**src/rtl/uart_tx_frame.sv**
```systemverilog
// uart_tx_frame: UART transmitter serialising start, DATA_WIDTH data bits
// (LSB first), optional parity and one stop bit, each held Prescale CLK
// cycles. Synchronous active-low reset; all outputs registered.
// Optional macro UART_TX_HOLD_EN adds a one-entry holding register so a
// following word can be queued and sent with no idle gap.
module uart_tx_frame #(
  parameter int DATA_WIDTH  = 8,
  parameter int PRESC_WIDTH = 6
) (
  input  logic                   CLK,
  input  logic                   RST,
  input  logic [DATA_WIDTH-1:0]  P_DATA,
  input  logic                   Data_Valid,
  input  logic                   PAR_EN,
  input  logic                   PAR_TYP,
  input  logic [PRESC_WIDTH-1:0] Prescale,
  output logic                   TX_OUT,
  output logic                   Busy,
  output logic                   Data_Ready
);

  localparam int BW = (DATA_WIDTH > 1) ? $clog2(DATA_WIDTH) : 1;
  localparam logic [BW-1:0] LAST_BIT = BW'(DATA_WIDTH - 1);

  typedef enum logic [2:0] {IDLE, START, DATA, PARITY, STOP} state_t;

  state_t                 state_q, state_n;
  logic [PRESC_WIDTH-1:0] edge_q, edge_n;
  logic [BW-1:0]          bit_q, bit_n;
  logic [DATA_WIDTH-1:0]  data_q, data_n;
  logic                   par_en_q, par_en_n;
  logic                   par_typ_q, par_typ_n;
  logic [PRESC_WIDTH-1:0] presc_q, presc_n;
  logic                   tx_n, busy_n, ready_n;
  logic                   accept, edge_last, load_in;
`ifdef UART_TX_HOLD_EN
  logic                   hold_full_q, hold_full_n;
  logic [DATA_WIDTH-1:0]  hold_data_q, hold_data_n;
  logic                   hold_par_en_q, hold_par_en_n;
  logic                   hold_par_typ_q, hold_par_typ_n;
  logic                   load_hold;
`endif

  // Next-state, counters, word loading and registered-output values
  always_comb begin
    state_n   = state_q;
    edge_n    = edge_q;
    bit_n     = bit_q;
    data_n    = data_q;
    par_en_n  = par_en_q;
    par_typ_n = par_typ_q;
    presc_n   = presc_q;
    load_in   = 1'b0;
    accept    = Data_Valid & Data_Ready;
    edge_last = (edge_q == presc_q - PRESC_WIDTH'(1));
`ifdef UART_TX_HOLD_EN
    load_hold      = 1'b0;
    hold_full_n    = hold_full_q;
    hold_data_n    = hold_data_q;
    hold_par_en_n  = hold_par_en_q;
    hold_par_typ_n = hold_par_typ_q;
`endif

    case (state_q)
      IDLE: begin
`ifdef UART_TX_HOLD_EN
        if (hold_full_q) load_hold = 1'b1;
        else if (accept) load_in = 1'b1;
`else
        if (accept) load_in = 1'b1;
`endif
      end
      START, DATA, PARITY, STOP: begin
        edge_n = edge_last ? '0 : edge_q + PRESC_WIDTH'(1);
        if (edge_last) begin
          case (state_q)
            START: begin
              state_n = DATA;
              bit_n   = '0;
            end
            DATA: begin
              if (bit_q == LAST_BIT) state_n = par_en_q ? PARITY : STOP;
              else                   bit_n   = bit_q + BW'(1);
            end
            PARITY: state_n = STOP;
            default: begin
`ifdef UART_TX_HOLD_EN
              // Queued word goes first; a word offered now lands in hold.
              if (hold_full_q) load_hold = 1'b1;
              else if (accept) load_in = 1'b1;
              else             state_n = IDLE;
`else
              state_n = IDLE;
`endif
            end
          endcase
        end
      end
      default: state_n = IDLE;
    endcase

    if (load_in) begin
      data_n    = P_DATA;
      par_en_n  = PAR_EN;
      par_typ_n = PAR_TYP;
      presc_n   = (Prescale < PRESC_WIDTH'(2)) ? PRESC_WIDTH'(2) : Prescale;
      state_n   = START;
      edge_n    = '0;
      bit_n     = '0;
    end

`ifdef UART_TX_HOLD_EN
    if (load_hold) begin
      data_n      = hold_data_q;
      par_en_n    = hold_par_en_q;
      par_typ_n   = hold_par_typ_q;
      state_n     = START;
      edge_n      = '0;
      bit_n       = '0;
      hold_full_n = 1'b0;
    end
    if (accept && !load_in) begin
      hold_full_n    = 1'b1;
      hold_data_n    = P_DATA;
      hold_par_en_n  = PAR_EN;
      hold_par_typ_n = PAR_TYP;
    end
`endif

    case (state_n)
      START:   tx_n = 1'b0;
      DATA:    tx_n = data_n[bit_n];
      PARITY:  tx_n = par_typ_n ? ~^data_n : ^data_n;
      default: tx_n = 1'b1;
    endcase
    busy_n = (state_n != IDLE);
`ifdef UART_TX_HOLD_EN
    ready_n = ~hold_full_n;
`else
    ready_n = ~busy_n;
`endif
  end

  // State, counters, latched frame settings and registered outputs
  always_ff @(posedge CLK) begin
    if (!RST) begin
      state_q    <= IDLE;
      edge_q     <= '0;
      bit_q      <= '0;
      data_q     <= '0;
      par_en_q   <= 1'b0;
      par_typ_q  <= 1'b0;
      presc_q    <= PRESC_WIDTH'(2);
      TX_OUT     <= 1'b1;
      Busy       <= 1'b0;
      Data_Ready <= 1'b1;
`ifdef UART_TX_HOLD_EN
      hold_full_q    <= 1'b0;
      hold_data_q    <= '0;
      hold_par_en_q  <= 1'b0;
      hold_par_typ_q <= 1'b0;
`endif
    end else begin
      state_q    <= state_n;
      edge_q     <= edge_n;
      bit_q      <= bit_n;
      data_q     <= data_n;
      par_en_q   <= par_en_n;
      par_typ_q  <= par_typ_n;
      presc_q    <= presc_n;
      TX_OUT     <= tx_n;
      Busy       <= busy_n;
      Data_Ready <= ready_n;
`ifdef UART_TX_HOLD_EN
      hold_full_q    <= hold_full_n;
      hold_data_q    <= hold_data_n;
      hold_par_en_q  <= hold_par_en_n;
      hold_par_typ_q <= hold_par_typ_n;
`endif
    end
  end

endmodule

```
**config.mk**
```make
export PLATFORM = sky130hd
export DESIGN_NAME = uart_tx_frame
export DESIGN_NICKNAME = d
export VERILOG_FILES = /design/src/rtl/uart_tx_frame.sv
export SDC_FILE = /design/constraint.sdc
export NUM_CORES = 1
export LEC_CHECK = 0
export BUFFER_PORTS_ARGS = -buffer_cell sky130_fd_sc_hd__buf_2
export CORE_ASPECT_RATIO = 0.75
export CORE_MARGIN = 3
export CORE_UTILIZATION = 54
export CTS_BUF_LIST = sky130_fd_sc_hd__clkbuf_8
export DETAILED_ROUTE_END_ITERATION = 6
export PLACE_DENSITY = 0.78
export SYNTH_ARGS = -nofsm -noshare
export SYNTH_HDL_FRONTEND = slang
export SYNTH_SLANG_ARGS = --single-unit
```
**constraint.sdc**
```tcl
create_clock -name CLK -period 2.4 [get_ports CLK]
set_input_delay 0.48 -clock CLK [delete_from_list [all_inputs] [get_ports CLK]]
set_output_delay 0.48 -clock CLK [all_outputs]
set_load 0.005 [all_outputs]
```
## Yosys cells after proc, flatten, opt, wreduce, memory -nomap -nowiden

Cells that the tools add are included.

| cells by class | value |
|---|---|
| order comparisons | 2 |
| eq/ne operators | 9 |
| add/sub/neg operators | 3 |
| bitwise operators | 3 |
| reductions and logical operators | 6 |
| mux-type cells | 21 |

Operator list:

| cell | number |
|---|---|
| 2-to-1 mux 3 bit | 8 |
| == test 3 x 2 -> 1 bit, second input constant | 4 |
| 2-to-1 mux 6 bit | 2 |
| one-hot mux 3 bit (2 select lines) | 2 |
| one-hot mux 3 bit (3 select lines) | 1 |
| 2-to-1 mux 8 bit | 1 |
| XNOR reduction 8 bit | 1 |
| XOR reduction 8 bit | 1 |
| adder 6 x 1 -> 6 bit, second input constant | 1 |
| == test 3 x 1 -> 1 bit, second input constant | 2 |
| == test 3 bit, second input constant | 2 |
| == test 6 bit | 1 |
| less-than comparator 6 x 2 -> 1 bit, second input constant | 1 |
| subtractor 6 x 1 -> 6 bit, second input constant | 1 |
| 2-to-1 mux 1 bit | 5 |
| less-than comparator 3 x 4 -> 1 bit, second input constant | 1 |
| OR reduction 4 bit | 1 |
| adder 3 x 1 -> 3 bit, second input constant | 1 |
| binary-select mux 1 bit (select 3 bit) | 1 |
| zero test 3 bit | 1 |
| one-hot mux 1 bit (3 select lines) | 1 |
| nonzero test 3 bit | 1 |
| inverter 1 bit | 2 |
| OR reduction 2 bit | 1 |
| bitwise AND 1 bit | 1 |

| word-level totals | value |
|---|---|
| flip-flop bits (word level) | 31 |
| input port bits | 19 |

## Longest topological paths before layout

| logic depth | value |
|---|---|
| depth after elaboration | 9 |
| gate-level depth with buffers | 10 |
| gate-level depth less buffers | 10 |

## Worst setup path after synthesis

Ideal clock, no wire load.

| timing | value |
|---|---|
| path kind | register to register |
| start | register presc_q[0] |
| end | register TX_OUT |
| library setup time | 0.134 ns |
| required time | 2.266 ns |
| stages on the path, launching flop included | 11 |
| arrival | 2.178 ns |
| path slack | 0.088 ns |
| buffers on the path | 0 |
| cell sequence | dfxtp_1 > inv_1 > ha_1 > xor2_1 > o211ai_1 > mux2i_2 > o31ai_2 > o21ai_2 > mux2i_1 > a2111oi_1 > a211oi_1 |

| on the way | value |
|---|---|
| cells in the longest elaborated chain, start to end | 8 |
| elaborated cells on any way between the ends | 14 |
| those cells by class | 1 x add/sub; 4 x eq/ne; 9 x mux |

Ends and longest elaborated chain:

| item | RTL line | RTL |
|---|---|---|
| start, declared | 33 | `logic [PRESC_WIDTH-1:0] presc_q, presc_n;` |
| start signal, assigned | 170 | `presc_q <= presc_n;` |
| subtractor 6 x 1 -> 6 bit * | 55 | `edge_last = (edge_q == presc_q - PRESC_WIDTH'(1));` |
| == test 6 bit * | 55 |  |
| 2-to-1 mux 3 bit | 75 | `if (edge_last) begin` |
| 2-to-1 mux 3 bit | 64 | `case (state_q)` |
| 2-to-1 mux 3 bit | 102 | `if (load_in) begin` |
| binary-select mux 1 bit (select 3 bit) | 132 | `DATA: tx_n = data_n[bit_n];` |
| 2-to-1 mux 1 bit (not written as such) | 132 |  |
| one-hot mux 1 bit (3 select lines) * | 130 | `case (state_n)` |
| end signal, assigned | 171 | `TX_OUT <= tx_n;` |
| end, declared | 17 | `output logic TX_OUT,` |

Mark *: on every way between the ends. The rest lies on a longest branch, timed or not. The select of a mux whose other input is x is not followed.
A chain may end at the register's enable or synchronous reset.

## Final worst setup path

| timing | value |
|---|---|
| start | register presc_q[4] |
| end | register TX_OUT |

Same word-level chain as after synthesis.

==> results.txt <==
* Wire length of the first global-routing pass: 7110 um
- Area contributors post-synth: sky130_fd_sc_hd__dfxtp_1, sky130_fd_sc_hd__xnor2_1, sky130_fd_sc_hd__nand2_1
- Count of nets after finishing: roughly 280
- STA classifies the critical path startpoint as a flop.
* DRT antenna net count: 0
* Std-Cell Rows: 18
* Final wirelength: approximately 4300 um
- The number of antenna diodes in the final layout is 0.
* Final worst-path cycle share: between 90% and 100%
- PD cells: around 650 nW/um^2
- Number of iterations in the first detailed-routing pass: 4
- CP endpoint kind: flop
- Summed over all cells, the static leakage comes to 0.903 nW.
* Worst hold path type: input port to flop
- The initial antenna violation count is 0.
- The clock drives 31 sinks.
- DR WL/cell: 14.4 um
- Number of synthesized flops with an enable pin: 0
- In this run the power spent charging and discharging nets is about 0.00052 W.
- Maximum fanout encountered on the critical timing path: 5
- The setup path with the least slack is of type flop to flop.
- At the worst endpoint, the arrival time is between 2 and 2.5 ns.
* Cell internal pwr: between 0.001 and 0.0015 W
- The number of nets in the synthesized netlist is between 200 and 300.
- Clock tree from TritonCTS: yes
* Normalized max-slew margin: 71.7%
- Number of register bits inferred by synthesis: 31
* Syn-to-layout area delta: 24.6%
- Fmax: around 430 MHz
- After clock tree synthesis, the clock-pin slew on the worst setup and hold paths is roughly 0.060 ns.
* Initial core utilization: a little under three fifths
* Final hold vios: 0
- Setup repair after global routing could not meet its margin everywhere.
- Yosys synthesis warning count: 0
* Die area: approximately 4300 um^2
* TritonCTS Buffers: 5
- The number of different library cells used by synthesis comes to 48.
- Netlist area before placement: 1900 um^2
* Most used flip-flop cell after synthesis: sky130_fd_sc_hd__dfxtp_1
- HPWL reported at the end of detailed placement: between 3000 and 4000 um
- The final count of pins violating max slew was 0.
* Cells after synthesis: between 200 and 250
- Part of the total power dissipated in the clock network: ~27%
- For the worst setup path, the data required time is between 2 and 3 ns.
* Switching power as a share of total power: about a third
- Number of port buffers: 21
- The die is about 75 um wide.
- Share of layout cells above drive strength 1: about 27%
* Outcome: completed
- Final hold analysis gives a worst-case slack of between 0.4 and 0.5 ns.
* Number of design-rule violations left by the first detailed-router iteration: between 150 and 200
* Part of the total power dissipated in combinational logic: about a third
- Period minus WS final: roughly 2.3 ns
- At the later pin of the worst-skew pair, clock insertion delay measures 0.29 ns.
* Total of max-cap violations: 0
- Summed over all instances, the cell type with the most area after synthesis is sky130_fd_sc_hd__dfxtp_1.
* Seq pwr share: between 30% and 40%
* Filler Cells Inserted: roughly 250
- At the pin with the least slew margin, the transition time is approximately 0.42 ns.
- Die H: approximately 57 um
- Routed vias: 1739
- Final GP Congestion: approximately 0.92
- The region available for standard cell placement spans 3330 um^2.
- Residual DRC count: 0
- In the synthesized netlist the async set-or-reset flop fraction comes to 0%.
* Fraction of the yosys area taken by sequential cells: between 30% and 40%
- CTS built an H-tree with a depth of 2.
- Vias in the first global route: 1516
- 22 I/O pins were placed.
- For this run, the share of the core covered by cells in the final layout is between 70% and 80%.
- Global routing used 21.4% of the available tracks.
- Total overflow reported by the global router: 0
* Root buf cell: sky130_fd_sc_hd__clkbuf_8
- Count of hold-fix buffers inserted at cts: 0
- Pin count of the biggest net entering global routing: 25
* Maximum clock skew at final layout: around 0.0048 ns
- Setup Viol. Count Final: 0
* Mean instance size in the synthesized netlist: ~8.2 um^2
- Clock buffer depth: 2
- After detailed routing, the number of vias per cell comes to roughly 5.8.
- IR analysis of the VDD net gives a maximum drop of between 500 and 600 uV.
* Share of the synthesized area in the top cell type: between 30% and 40%
-- worst paths after layout --
kind | start | slack (ns) | depth (start not counted) | to
worst max-delay path | presc_q[4] | 0.09 | 8 | TX_OUT
worst min-delay path | PAR_EN | 0.44 | 3 | par_en_q
worst min register to register | presc_q[5] | 0.48 | 2 | presc_q[5]
worst max register to register | presc_q[4] | 0.09 | 8 | TX_OUT
-- layout by cell type (no fill, tap or decap), types with 4 or more instances in the layout --
cell type and n:
sky130_fd_sc_hd__xor2_1 6, sky130_fd_sc_hd__a21boi_0 14, sky130_fd_sc_hd__inv_1 7, sky130_fd_sc_hd__nand2_1 40, sky130_fd_sc_hd__buf_2 21, sky130_fd_sc_hd__dfxtp_1 28
sky130_fd_sc_hd__nor2_1 13, sky130_fd_sc_hd__o21ai_0 4, sky130_fd_sc_hd__nand4_1 4, sky130_fd_sc_hd__buf_4 9, sky130_fd_sc_hd__nand3_1 9, sky130_fd_sc_hd__xnor2_1 21
sky130_fd_sc_hd__nor3_1 5, sky130_fd_sc_hd__and2_1 4, sky130_fd_sc_hd__clkbuf_8 6
-- cell type report --
cell class | count | area (um^2) | share of cell area, %
clock buffer | 6 | 82.6 | 3.48
tap | 40 | 50.0 | 2.11
timing repair buffer | 31 | 193 | 8.12
inverter | 9 | 33.8 | 1.42
sequential | 31 | 624 | 26.3
clock inverter | 1 | 5.00 | 0.211
multi-input combinational | 183 | 1390 | 58.4
-- state kept, by name (all words and copies together), names as in the netlist --
signal,count
bit_q,3
state_q,3
data_q,8
TX_OUT,1
Busy,1
edge_q,6
Data_Ready,1
presc_q,6
par_en_q,1
par_typ_q,1
-- Yosys cell counts (all sizes together), types with 2 or more instances --
| cell | number |
|---|---|
| nand3b | 2 |
| nand3 | 9 |
| o21ai | 6 |
| mux2i | 4 |
| xor2 | 7 |
| buf | 3 |
| nand2 | 40 |
| nor4 | 2 |
| dfxtp | 31 |
| nor2 | 14 |
| a211oi | 2 |
| nand4b | 2 |
| inv | 9 |
| ha | 3 |
| xnor2 | 22 |
| o211ai | 4 |
| and4 | 3 |
| o211a | 2 |
| a21oi | 6 |
| and2 | 5 |
| nor3 | 6 |
| nor2b | 3 |
| a211o | 2 |
| a21o | 3 |
| nand4 | 4 |
| o31ai | 3 |
| a21boi | 14 |
| and3 | 4 |
| clkbuf | 6 |
-- per-layer routing --
| layer | GRT usage [%] | vias up | wire, um |
|---|---|---|---|
| met2 | 30.7 | 42 | 1860 |
| li1 | - | 870 | - |
| met1 | 31.2 | 819 | 2150 |
| met4 | 6.85 | 0 | 71 |
| met3 | 5.63 | 8 | 243 |
| met5 | 0 | - | 0 |
-- cell families (layout without fill, tap and decap cells) --
group,after synthesis,in the layout,synth area share (%)
adder cells (fa/ha/maj),3,3,1.97
flip-flops,31,31,32.6
AND/OR/NAND/NOR,97,97,25.1
AO/OA/AOI/OAI,49,49,20.2
buffers and inverters,18,47,3.68
XOR/XNOR,29,29,13.3
multiplexers,5,5,3.09
-- critical path: stages (launching register included) --
cell and delay (ns):
sky130_fd_sc_hd__dfxtp_1 0.39, sky130_fd_sc_hd__xor2_1 0.39, sky130_fd_sc_hd__mux2i_4 0.44, sky130_fd_sc_hd__nor2_1 0.13
sky130_fd_sc_hd__buf_4 0.16, sky130_fd_sc_hd__o211ai_1 0.22, sky130_fd_sc_hd__nand4_1 0.15, sky130_fd_sc_hd__o221ai_2 0.22
sky130_fd_sc_hd__a211oi_2 0.09
-- timing repair --
| action | 4_1_cts | 5_1_grt |
|---|---|---|
| gates cloned | 0 | 0 |
| setup buffers | 0 | 1 |
| endpoints found under the setup margin | 1 | 2 |
| pin swaps | 3 | 12 |
| resized for setup | 2 | 31 |
| hold endpoints to repair | 0 | 0 |
-- stage by stage --
step / cells / setup slack [ns] / instance area [um^2] / TNS, ns / total power (W)
final: 301 / 0.0900 / 2370 / 0 / 0.00154
after floorplan: 232 / 0.0878 / 1900 / 0 / 0.000917
after CTS: 300 / 0.00810 / 2200 / 0 / 0.00147
after detailed placement: 293 / 0.00505 / 2100 / 0 / 0.00105
after global routing: 301 / -0.0285 / 2370 / -0.0285 / 0.00162
after global placement: 293 / 0.0674 / 2100 / 0 / 0.00104
-- power by group through the flow --
stage / registers [W] / logic (W) / clock network, W
floorplan: 0.000604 / 0.000314 / 0
global placement: 0.000606 / 0.000438 / 0
detailed placement: 0.000608 / 0.000444 / 0
CTS: 0.000597 / 0.000453 / 0.000421
global route: 0.000607 / 0.000573 / 0.000442
finish: 0.000600 / 0.000527 / 0.000418
No activity file was read; power rests on OpenSTA's default activity.
